[config.mk]
export PLATFORM = sky130hd
export DESIGN_NAME = tdc_event_reader
export DESIGN_NICKNAME = d
export VERILOG_FILES = /design/src/rtl/tdc_event_reader_pkg.sv /design/src/rtl/tdc_sync_fifo.sv /design/src/rtl/tdc_event_reader.sv
export SDC_FILE = /design/constraint.sdc
export NUM_CORES = 1
export LEC_CHECK = 0
export CORE_UTILIZATION = 40
export DETAILED_ROUTE_END_ITERATION = 7
export PLACE_DENSITY = 0.62
export SLEW_MARGIN = 20
export SYNTH_ARGS = -nofsm -noshare
export SYNTH_HDL_FRONTEND = slang
export SYNTH_SLANG_ARGS = --single-unit
[constraint.sdc]
create_clock -name clock -period 3.5 [get_ports clock]
set_input_delay 0.7 -clock clock [delete_from_list [all_inputs] [get_ports clock]]
set_output_delay 0.7 -clock clock [all_outputs]
set_load 0.03 [all_outputs]
[src/rtl/tdc_event_reader_pkg.sv]
// Shared definitions for the TDC event reader: default field widths, word-type
// encodings and out_data field offsets.
package tdc_event_reader_pkg;

  localparam int DEF_FINE_BITS   = 6;
  localparam int DEF_COARSE_BITS = 16;

  typedef enum logic {
    WORD_EVENT  = 1'b0,
    WORD_MARKER = 1'b1
  } word_type_e;

  // Word layout, LSB first: fine | coarse-or-epoch | type.
  localparam int FINE_LSB = 0;

  function automatic int coarse_lsb(input int fine_bits);
    return fine_bits;
  endfunction

  function automatic int type_bit_pos(input int fine_bits, input int coarse_bits);
    return fine_bits + coarse_bits;
  endfunction

endpackage

[src/rtl/tdc_sync_fifo.sv]
// Synchronous FIFO with full/empty flags; a push while full is accepted only
// when a pop happens in the same cycle.
module tdc_sync_fifo #(
  parameter int WIDTH = 23,
  parameter int DEPTH = 8
) (
  input  logic             clock,
  input  logic             reset,
  input  logic             push,
  input  logic [WIDTH-1:0] push_data,
  input  logic             pop,
  output logic [WIDTH-1:0] head_data,
  output logic             empty,
  output logic             full
);

  localparam int AW = $clog2(DEPTH);

  logic [WIDTH-1:0] mem [DEPTH];
  logic [AW-1:0]    wr_ptr_q, wr_ptr_d;
  logic [AW-1:0]    rd_ptr_q, rd_ptr_d;
  logic [AW:0]      count_q, count_d;
  logic             pop_ok;
  logic             push_ok;

  assign empty     = (count_q == '0);
  assign full      = (count_q == (AW+1)'(DEPTH));
  assign head_data = mem[rd_ptr_q];

  always_comb begin
    pop_ok   = pop && !empty;
    push_ok  = push && (!full || pop_ok);
    wr_ptr_d = push_ok ? wr_ptr_q + 1'b1 : wr_ptr_q;
    rd_ptr_d = pop_ok  ? rd_ptr_q + 1'b1 : rd_ptr_q;
    count_d  = count_q;
    if (push_ok && !pop_ok) begin
      count_d = count_q + 1'b1;
    end else if (pop_ok && !push_ok) begin
      count_d = count_q - 1'b1;
    end
  end

  always_ff @(posedge clock or posedge reset) begin
    if (reset) begin
      wr_ptr_q <= '0;
      rd_ptr_q <= '0;
      count_q  <= '0;
    end else begin
      wr_ptr_q <= wr_ptr_d;
      rd_ptr_q <= rd_ptr_d;
      count_q  <= count_d;
    end
  end

  // NOTE: storage is deliberately not reset; the pointers and count define validity.
  always_ff @(posedge clock) begin
    if (push_ok) begin
      mem[wr_ptr_q] <= push_data;
    end
  end

endmodule

[src/rtl/tdc_event_reader.sv]
// Tags TDC hits with a coarse count, aligns them with the late fine value and
// streams timestamp words out of a FIFO. Rollover markers: TDC_EVENT_READER_ROLLOVER_EN.
module tdc_event_reader
  import tdc_event_reader_pkg::*;
#(
  parameter int FINE_BITS   = DEF_FINE_BITS,
  parameter int COARSE_BITS = DEF_COARSE_BITS,
  parameter int FINE_LAT    = 2,
  parameter int FIFO_DEPTH  = 8,
  parameter int DROP_BITS   = 8
) (
  input  logic                             clock,
  input  logic                             reset,
  input  logic                             event_strobe,
  input  logic [FINE_BITS-1:0]             value_fine,
  output logic                             out_valid,
  input  logic                             out_ready,
  output logic [COARSE_BITS+FINE_BITS:0]   out_data,
  output logic [DROP_BITS-1:0]             drop_count,
  output logic                             overflow
);

  localparam int WORD_BITS = 1 + COARSE_BITS + FINE_BITS;

  logic [COARSE_BITS-1:0]                coarse_q, coarse_d;
  logic [FINE_LAT-1:0]                   tag_valid_q, tag_valid_d;
  logic [FINE_LAT-1:0][COARSE_BITS-1:0]  tag_coarse_q, tag_coarse_d;
  logic [DROP_BITS-1:0]                  drop_count_q, drop_count_d;
  logic                                  overflow_q, overflow_d;

  logic                 event_push;
  logic [WORD_BITS-1:0] event_word;
  logic                 fifo_push;
  logic [WORD_BITS-1:0] fifo_word;
  logic [WORD_BITS-1:0] fifo_head;
  logic                 fifo_empty;
  logic                 fifo_full;
  logic                 drop;

`ifdef TDC_EVENT_READER_ROLLOVER_EN
  logic [COARSE_BITS-1:0] epoch_q, epoch_d;
  logic [COARSE_BITS-1:0] pend_epoch_q, pend_epoch_d;
  logic                   pending_q, pending_d;
  logic                   wrap;
  logic                   marker_req;
  logic [COARSE_BITS-1:0] marker_epoch;
`endif

  assign event_push = tag_valid_q[FINE_LAT-1];
  assign event_word = {WORD_EVENT, tag_coarse_q[FINE_LAT-1], value_fine};

  // NOTE: next-state logic is combinational with every output defaulted first, so no latches.
  always_comb begin
    coarse_d        = coarse_q + 1'b1;
    tag_valid_d     = '0;
    tag_coarse_d    = '0;
    tag_valid_d[0]  = event_strobe;
    tag_coarse_d[0] = coarse_q;
    for (int i = 1; i < FINE_LAT; i++) begin
      tag_valid_d[i]  = tag_valid_q[i-1];
      tag_coarse_d[i] = tag_coarse_q[i-1];
    end
  end

`ifdef TDC_EVENT_READER_ROLLOVER_EN
  // Events own the FIFO write port; a marker that collides with one waits a cycle.
  always_comb begin
    wrap         = (coarse_q == '1);
    epoch_d      = wrap ? epoch_q + 1'b1 : epoch_q;
    marker_req   = pending_q || wrap;
    marker_epoch = wrap ? epoch_d : pend_epoch_q;
    pending_d    = pending_q;
    pend_epoch_d = pend_epoch_q;
    fifo_push    = 1'b0;
    fifo_word    = event_word;
    if (event_push) begin
      fifo_push    = 1'b1;
      pending_d    = marker_req;
      pend_epoch_d = marker_epoch;
    end else if (marker_req) begin
      fifo_push = 1'b1;
      fifo_word = {WORD_MARKER, marker_epoch, {FINE_BITS{1'b0}}};
      pending_d = 1'b0;
    end
  end

  always_ff @(posedge clock or posedge reset) begin
    if (reset) begin
      epoch_q      <= '0;
      pend_epoch_q <= '0;
      pending_q    <= 1'b0;
    end else begin
      epoch_q      <= epoch_d;
      pend_epoch_q <= pend_epoch_d;
      pending_q    <= pending_d;
    end
  end
`else
  assign fifo_push = event_push;
  assign fifo_word = event_word;
`endif

  always_comb begin
    drop         = fifo_push && fifo_full && !(out_valid && out_ready);
    drop_count_d = drop_count_q;
    if (drop && (drop_count_q != '1)) begin
      drop_count_d = drop_count_q + 1'b1;
    end
    overflow_d = overflow_q || drop;
  end

  // NOTE: sequential state uses non-blocking assignments only.
  always_ff @(posedge clock or posedge reset) begin
    if (reset) begin
      coarse_q     <= '0;
      tag_valid_q  <= '0;
      tag_coarse_q <= '0;
      drop_count_q <= '0;
      overflow_q   <= 1'b0;
    end else begin
      coarse_q     <= coarse_d;
      tag_valid_q  <= tag_valid_d;
      tag_coarse_q <= tag_coarse_d;
      drop_count_q <= drop_count_d;
      overflow_q   <= overflow_d;
    end
  end

  tdc_sync_fifo #(
    .WIDTH (WORD_BITS),
    .DEPTH (FIFO_DEPTH)
  ) u_fifo (
    .clock     (clock),
    .reset     (reset),
    .push      (fifo_push),
    .push_data (fifo_word),
    .pop       (out_ready),
    .head_data (fifo_head),
    .empty     (fifo_empty),
    .full      (fifo_full)
  );

  // Head storage is unreset, so mask it while the FIFO is empty.
  assign out_valid  = !fifo_empty;
  assign out_data   = out_valid ? fifo_head : '0;
  assign drop_count = drop_count_q;
  assign overflow   = overflow_q;

endmodule

; ---- Yosys cells after proc, flatten, opt, wreduce, memory -nomap -nowiden
; Memory sizes are Yosys's and may differ from the RTL's.
; Index checks and enable logic that the tools add are counted.
[classes]
n_addsub = 6
eq_ne = 2
muxes = 5
reduce_logical = 15
[op_table]
columns = op, n
row1 = 23-bit 2-to-1 mux, 1
row2 = 16-bit by 1-bit adder with 16-bit output (second input constant), 1
row3 = 8-bit by 1-bit adder with 8-bit output (second input constant), 1
row4 = 4-bit 2-to-1 mux, 2
row5 = 8-bit != test (second input constant), 1
row6 = 1-bit logical AND, 7
row7 = 3-bit by 1-bit adder with 3-bit output (second input constant), 2
row8 = 4-bit by 1-bit adder with 4-bit output (second input constant), 1
row9 = 4-bit == test (second input constant), 1
row10 = 1-bit logical NOT, 4
row11 = 4-bit logical NOT, 1
row12 = 4-bit by 1-bit subtractor with 4-bit output (second input constant), 1
row13 = 1-bit logical OR, 2
row14 = 1-bit 2-to-1 mux, 2
row15 = 2-bit nonzero test, 1
[word_totals]
regBits = 69
ramBits = 176
inputBits = 10
out_inout_bits = 33
elab_cells = 38
memories = 1
[mem_list]
columns = name, words, word_bits, rd, rd_clocked_by_memory_dff, wr, line
row1 = u_fifo.mem, 8, 22, 1, 0, 1, tdc_sync_fifo.sv:19  ; logic [WIDTH-1:0] mem [DEPTH];

; ---- Logic depth before layout (Yosys ltp)
; Gate-level depths: netlist (run 1).
[logic_depth]
ltp_word = 9
depth_mapped = 11
mapped_depth_nobuf = 11

; ---- Hierarchy
; From an unflattened synthesis (run 1), not the netlist that was laid out.
[hier_totals]
cells_unflattened = 490
hier_area_um2 = 9719.3
[modules_own_cells]
columns = mod, n_inst, cells_each, area_per_inst_um2, seq_area_each_um2
row1 = tdc_sync_fifo, 1, 330, 7564.8, 5775.5
row2 = tdc_event_reader, 1, 160, 2154.6, 1476.4

; ---- Least setup slack after synthesis (run 1)
; No wires, ideal clock.
[synth_path]
path_kind = input to register
startpoint = in out_ready
endpoint = mem u_fifo.mem[0][0] (netlist bit) (enable)
t_arrival_ns = 3.220
required_ns = 3.043
path_slack_ns = -0.177
path_stages = 4
path_buffers = 0
cell_sequence = and2b_1 > nand2_1 > nand2_2 > nor4_1
[synth_via]
elab_chain_len = 5
[synth_lines]
columns = item, line
row1 = "start, declared", tdc_event_reader.sv:17  ; input logic out_ready,
row2 = 1-bit logical AND, tdc_sync_fifo.sv:31  ; pop_ok = pop && !empty;
row3 = 1-bit logical OR, tdc_sync_fifo.sv:32  ; push_ok = push && (!full || pop_ok);
row4 = 1-bit logical AND, tdc_sync_fifo.sv:32
row5 = 1-bit 2-to-1 mux, tdc_sync_fifo.sv:57  ; if (push_ok) begin
row6 = 1-bit 2-to-1 mux (not written as such), tdc_sync_fifo.sv:58  ; mem[wr_ptr_q] <= push_data;
row7 = "end, declared", tdc_sync_fifo.sv:19
; Every way passes these cells.

; ---- Worst setup path after layout (run 1)
[layout_path]
startpoint = reg u_fifo.rd_ptr_q[0]
endpoint = out out_data[12]
[layout_via]
elab_chain_len = 2
[layout_lines]
columns = item, line
row1 = "start, declared", tdc_sync_fifo.sv:21  ; logic [AW-1:0] rd_ptr_q, rd_ptr_d;
row2 = "start signal, assigned", tdc_sync_fifo.sv:50  ; rd_ptr_q <= rd_ptr_d;
row3 = memory read 8 x 22 bit, n/a
row4 = 23-bit 2-to-1 mux, tdc_event_reader.sv:145  ; assign out_data = out_valid ? fifo_head : '0;
row5 = "end, declared", tdc_event_reader.sv:18  ; output logic [COARSE_BITS+FINE_BITS:0] out_data,
; Every way passes these cells.

==> flow_summary.json, run 1 <==
{
  "clock-skew-final_ps": 15.6,
  "fin_crit_sh_pct": 94.4,
  "antenna_violating_nets_remaining": 0,
  "layout_min_cycle_time_ps": 3300,
  "routedWlPerCell_microns": 19.8,
  "cts-buffers-inserted": 25,
  "synth_edf_count": 176,
  "fin_nets": 550,
  "rsz0062_at_grt": "false",
  "worstSetupStartpoint": "u_fifo.rd_ptr_q[0]$_DFFE_PP0N_",
  "htree_levels": 1,
  "worst_slew_pin_slew_ps": 527,
  "crit_path_start_kind": "flop",
  "timing.max_slew.rel_slack_pct": 64.9,
  "power_density_nw_per_um2": 830,
  "clkSlewWorstSetupHoldPaths_ps": 60,
  "crit_buf_inv": 2,
  "cts_hold_fix_bufs": 0,
  "wl_mm": 16.5,
  "path_class": "reg -> out",
  "place.gp.congestion": 0.793,
  "critical_path_data_required_time_ps": 2800,
  "boundaryPins": 43,
  "max_cap_violations": 0,
  "post-synth-top-area-fraction_pct": 56.8,
  "ys_types": 45,
  "postSynth.asyncResetShare_pct": 28.2,
  "synth.area.top_cells": "sky130_fd_sc_hd__edfxtp_1, sky130_fd_sc_hd__dfrtp_1, sky130_fd_sc_hd__mux4_2",
  "hold_path.startpoint": "tag_coarse_d[22]$_DFF_PP0_",
  "postSynthNetCount": 485,
  "netlist_area_sq_um": 9300,
  "die_height_microns": 155,
  "grt.overflow.total": 0,
  "detailed_routing_iteration_count_for_the_pre_antenna_repair_pass": 4,
  "drv_slew": 0,
  "synth_warnings": 0,
  "ys_seq_area_share_pct": 75.4,
  "holdCritPathClass": "reg -> reg",
  "grt_pass1_vias": 4656,
  "leakage_nw": 4.06,
  "clk-insertion-delay-late_ps": 500,
  "cts.sinks": 245,
  "die_w_microns": 155,
  "syn_to_final_growth_pct": 17.8,
  "totalNegativeSetupSlack_ps": 0,
  "worstPathMaxFanout": 26,
  "outcome": "finished, final reports clean",
  "cp_slowest_stage_delay_ps": 600,
  "cts.root.buffer_cell": "sky130_fd_sc_hd__clkbuf_16",
  "start_util_pct": 41.0,
  "setup.worst_path.end_class": "output port",
  "post_synth_inst_count": 467,
  "crit-reg2reg-launch": "u_fifo.count_q[1]$_DFFE_PP0P_",
  "post-route-drc-count": 0,
  "global_route.usage.total_pct": 14.5,
  "portBuffers": 41,
  "crit_path_top_delay_cell": "sky130_fd_sc_hd__clkdlybuf4s50_1",
  "crit_path_cell_trace": "buf_12 > mux4_2 > mux2i_1 > nor2_1 > clkdlybuf4s50_1",
  "dp_hpwl_mm": 9.40,
  "synth_largest_area_cell": "sky130_fd_sc_hd__edfxtp_1",
  "postCtsSetupBuffers": 0,
  "cts_tree": "yes",
  "reg2reg_slack_ps": 710,
  "setup_violations": 0,
  "placedCellCount": 790,
  "post_drt_via_cell_ratio": 5.16,
  "postCtsResizedCells": 0,
  "layout_cell_share_with_drive_strength_beyond_1_pct": 21.6,
  "synth_ff_type": "sky130_fd_sc_hd__edfxtp_1",
  "antenna_cells": 0,
  "fp.coreArea_sq_um": 22700,
  "stdcell_count": 835,
  "avgSynthCellArea_sq_um": 19.9,
  "timing.final.hold_violations": 0,
  "maximum_number_of_pins_on_one_net_before_global_route_repair": 47,
  "initial_antenna_violation_count": 0,
  "cell_family_contributing_the_most_delay_on_the_critical_path": "buffers and inverters",
  "core.rowCount": 55,
  "grt_first_pass_wirelength_mm": 26.3,
  "vdd_ir_drop_max_mv": 0.420,
  "fmax_mhz": 303,
  "cts_buffer_depth": 3,
  "die_area_sq_um": 23900,
  "critPathArrivalTime_ps": 2600,
  "dr_total_vias": 4305,
  "initialDrtViolationCount": 258,
  "synth_seq_cells": 245
}
-- final cells by class --
| type | count | area (sq um) |
|---|---|---|
| clock buffer | 33 | 717 |
| inverter | 7 | 26.3 |
| tap | 285 | 357 |
| sequential | 245 | 7010 |
| timing repair buffer | 56 | 573 |
| clock inverter | 12 | 113 |
| fill | 1862 | 11700 |
| multi-input combinational | 197 | 2160 |
-- metrics by stage --
step	power [W]	setup slack [ps]	hold WS, ps	utilization, %	area (sq um)
2_1_floorplan	0.00565	239	331	-	9310
3_3_place_gp	0.00657	191	333	44.6	10100
3_5_place_dp	0.00663	43.9	335	44.6	10100
4_1_cts	0.00926	133	341	48.3	11000
5_1_grt	0.00954	58.4	354	48.3	11000
6_report	0.00910	197	341	48.3	11000
-- sequential cells by signal, indices dropped and copies added (netlist names) --
signal / count
coarse_q: 16
drop_count: 8
event_word: 16
overflow: 1
tag_coarse_d: 16
tag_valid_q: 2
u_fifo.count_q: 4
u_fifo.mem: 176
u_fifo.rd_ptr_q: 3
u_fifo.wr_ptr_q: 3
-- cell usage after synthesis, types with 5 or more instances --
library cell	n
sky130_fd_sc_hd__nand2_1	13
sky130_fd_sc_hd__inv_1	5
sky130_fd_sc_hd__xnor2_1	17
sky130_fd_sc_hd__mux2i_1	24
sky130_fd_sc_hd__dfrtp_1	69
sky130_fd_sc_hd__mux4_2	41
sky130_fd_sc_hd__nor2_1	27
sky130_fd_sc_hd__nor3_1	10
sky130_fd_sc_hd__nand3_1	10
sky130_fd_sc_hd__ha_1	7
sky130_fd_sc_hd__buf_2	7
sky130_fd_sc_hd__edfxtp_1	176
sky130_fd_sc_hd__xor2_1	6
-- power by group --
group	switching (W)	internal (W)	leakage, nW
logic	0.00158	0.00127	1.07
clock network	0.00103	0.00159	0.418
registers	0.000181	0.00345	2.57
-- per-layer routing --
metal / vias up / share of wire, % / track usage (%) / wire length (microns)
li1: 1957 / - / - / -
met3: 17 / 4.7 / 2.97 / 783
met4: 0 / 1.2 / 3.87 / 197
met1: 2242 / 45 / 19.8 / 7440
met5: - / 0 / 0 / 0
met2: 89 / 49 / 23.8 / 8110
-- kinds of logic after synthesis --
family                   Yosys count  share of synthesized area, %
flip-flops                       245                          75.4
other                              1                        0.0403
AND/OR/NAND/NOR                   80                          4.47
buffers and inverters             25                          1.83
multiplexers                      74                          14.1
adder cells (fa/ha/maj)            8                          1.16
XOR/XNOR                          23                          2.17
AO/OA/AOI/OAI                     11                         0.847
-- worst reg2reg max path: cells and delay by family, from the launching register on --
family	cells	cell delay [ps]
AND/OR/NAND/NOR	3	570
AO/OA/AOI/OAI	3	570
flip-flops	1	490
buffers and inverters	2	260
adder cells (fa/ha/maj)	2	520
multiplexers	1	260
-- placed cells by master, fill, tap and decap left out, drive strengths merged, types with 10 or more instances in the layout --
cell and instances:
buf 15, clkinv 10, mux4 44, nand3 11
xnor2 17, nand2 15, clkbuf 33, edfxtp 176
nor3 11, clkdlybuf4s50 41, nor2 27, mux2i 24
dfrtp 69
-- final timing paths --
check	to	cells past startpoint
min in group asynchronous	overflow$_DFF_PP0_	2
min reg2reg	event_word[12]$_DFF_PP0_	0
max reg2reg	u_fifo.count_q[3]$_DFFE_PP0P_	11
max	out_data[12]	5
max in group asynchronous	event_word[13]$_DFF_PP0_	3
min	event_word[12]$_DFF_PP0_	0
Power figures use the tool's default switching activity.
==> run 2: changes to the inputs <==
--- a/config.mk
+++ b/config.mk
@@ -5,6 +5,7 @@
 export SDC_FILE = /design/constraint.sdc
 export NUM_CORES = 1
 export LEC_CHECK = 0
+export CAP_MARGIN = 10
 export CORE_UTILIZATION = 40
 export DETAILED_ROUTE_END_ITERATION = 7
 export PLACE_DENSITY = 0.62
==> results of run 2 <==
Final layout, timing and power as in run 1 (identical DEF).
==> run 3: changes to the inputs <==
--- a/config.mk
+++ b/config.mk
@@ -6,9 +6,9 @@
 export NUM_CORES = 1
 export LEC_CHECK = 0
 export CAP_MARGIN = 10
-export CORE_UTILIZATION = 40
+export CORE_UTILIZATION = 54
 export DETAILED_ROUTE_END_ITERATION = 7
-export PLACE_DENSITY = 0.62
+export PLACE_DENSITY = 0.78
 export SLEW_MARGIN = 20
 export SYNTH_ARGS = -nofsm -noshare
 export SYNTH_HDL_FRONTEND = slang
==> flow_summary.json, run 3 (same netlist as run 1, synthesis figures left out) <==
{
  "cts.root.buffer_cell": "sky130_fd_sc_hd__clkbuf_16",
  "dr_total_vias": 4427,
  "crit_path_start_kind": "flop",
  "timing.final.hold_violations": 0,
  "critical_path_data_required_time_ps": 2800,
  "placedInstanceArea_sq_um": 10100,
  "start_util_pct": 55.7,
  "leakage_nw": 4.08,
  "post_drt_via_cell_ratio": 5.74,
  "wl_mm": 17.3,
  "cell_family_contributing_the_most_delay_on_the_critical_path": "buffers and inverters",
  "boundaryPins": 43,
  "holdCritPathClass": "reg -> reg",
  "outcome": "finished, final reports clean",
  "fin_nets": 550,
  "drv_slew": 0,
  "clock-skew-final_ps": 9.69,
  "stdcell_count": 771,
  "layout_common_cells": "sky130_fd_sc_hd__edfxtp_1, sky130_fd_sc_hd__dfrtp_1, sky130_fd_sc_hd__mux4_2, sky130_fd_sc_hd__clkdlybuf4s50_1, sky130_fd_sc_hd__clkbuf_16",
  "post-route-drc-count": 0,
  "timing.max_slew.rel_slack_pct": 40.2,
  "grt.overflow.total": 0,
  "cts_hold_fix_bufs": 0,
  "cts.sinks": 245,
  "postCtsSetupBuffers": 0,
  "detailed_routing_iteration_count_for_the_pre_antenna_repair_pass": 4,
  "power.total_w": 0.00916,
  "cts-buffers-inserted": 25,
  "initialDrtViolationCount": 330,
  "vdd_ir_drop_max_mv": 0.443,
  "fin_crit_sh_pct": 96.3,
  "rsz0062_at_grt": "false",
  "crit_path_cell_trace": "buf_16 > mux4_2 > mux2i_1 > nor2_1 > clkdlybuf4s50_1",
  "antenna_cells": 0,
  "cts_buffer_depth": 3,
  "grt_first_pass_wirelength_mm": 27.0,
  "die_height_microns": 133,
  "grt_pass1_vias": 4742,
  "portBuffers": 41,
  "htree_levels": 1,
  "layout_min_cycle_time_ps": 3370,
  "largest_register_ff_count": 176,
  "worst_slew_pin_slew_ps": 897,
  "placedCellCount": 724,
  "place.gp.congestion": 0.752,
  "critPathArrivalTime_ps": 2670,
  "fp.coreArea_sq_um": 16700,
  "setup.worst_path.end_class": "output port",
  "setup_violations": 0,
  "clk-insertion-delay-late_ps": 510,
  "final_design_area_no_fill_sq_um": 11000,
  "fmax_mhz": 297,
  "power_density_nw_per_um2": 835,
  "dp_hpwl_mm": 9.37,
  "clkSlewWorstSetupHoldPaths_ps": 60,
  "cp_slowest_stage_delay_ps": 620,
  "maximum_number_of_pins_on_one_net_before_global_route_repair": 70,
  "register_with_the_most_flip_flops": "u_fifo.mem",
  "global_route.usage.total_pct": 20.5,
  "antenna_violating_nets_remaining": 0,
  "initial_antenna_violation_count": 0,
  "syn_to_final_growth_pct": 18.0,
  "die_w_microns": 133,
  "routedWlPerCell_microns": 22.4,
  "worstPathMaxFanout": 23,
  "crit_buf_inv": 2,
  "totalNegativeSetupSlack_ps": 0,
  "core.rowCount": 47,
  "detailedPlace.worstSlack_ps": 14.8,
  "cts_tree": "yes",
  "most_common_library_cell_in_the_layout_ignoring_fill_and_taps": "sky130_fd_sc_hd__edfxtp_1",
  "max_cap_violations": 0,
  "path_class": "reg -> out",
  "die_area_sq_um": 17800,
  "layout_cell_share_with_drive_strength_beyond_1_pct": 21.1,
  "crit_path_top_delay_cell": "sky130_fd_sc_hd__clkdlybuf4s50_1",
  "post-route-worst-setup-slack_ps": 129
}
run 3: cell count changes in the layout (fill, tap and decap cells not counted), sizes merged:
cell,change
clkinv,-3
inv,+1
buf,-1
clkbuf,+6
bufinv,-2
run 3: worst register-to-register path: cells and delay by family, from the launching register on:
family,cells,cell delay (ps)
buf+inv,2,270
compound gates,3,800
flops,1,480
simple gates,3,620
fa+ha+maj,2,510
run 3: path summary, 6_finish.rpt:
check	cells past startpoint	end	slack, ps	from
max in group asynchronous	3	u_fifo.rd_ptr_q[1]$_DFFE_PP0N_	2060	reset
hold reg to reg	0	event_word[9]$_DFF_PP0_	350	tag_coarse_d[19]$_DFF_PP0_
min in group asynchronous	3	tag_valid_q[0]$_DFF_PP0_	790	reset
setup reg to reg	10	u_fifo.count_q[3]$_DFFE_PP0P_	690	u_fifo.count_q[1]$_DFFE_PP0P_
hold / removal	0	event_word[9]$_DFF_PP0_	350	tag_coarse_d[19]$_DFF_PP0_
setup / recovery	5	out_data[16]	130	u_fifo.rd_ptr_q[0]$_DFFE_PP0N_
run 3: repair_timing:
action | in CTS | in global routing
gates cloned | 0 | 1
gates resized for setup | 1 | 1
setup endpoints to repair | 8 | 1
run 3: area by class of cell:
class,instances,area [sq um]
inverters,7,26.3
flip-flops and latches,245,7020
fillers,1055,5730
clock buffers,38,778
clock inverters,8,52.6
multi-input cells,197,2160
repair buffers,56,661
well taps,220,275
run 3: routing by layer:
layer | track usage, % | up-vias | part of all wire [%]
met5 | 0 | - | 0
met4 | 6.50 | 0 | 1.9
met3 | 3.50 | 28 | 5.1
met2 | 34.8 | 148 | 53
met1 | 27.2 | 2299 | 40
li1 | - | 1952 | -
run 3: through the flow:
stage	utilization (%)	hold WS (ps)
floorplan	-	331
detailed placement	60.5	336
finish	65.7	351
CTS	65.5	355
global placement	60.5	332
global route	65.7	360
run 3: power breakdown:
group	leakage, nW	switching (W)	internal [W]
logic	1.10	0.00152	0.00133
registers	2.57	0.000283	0.00346
clock network	0.411	0.00103	0.00154
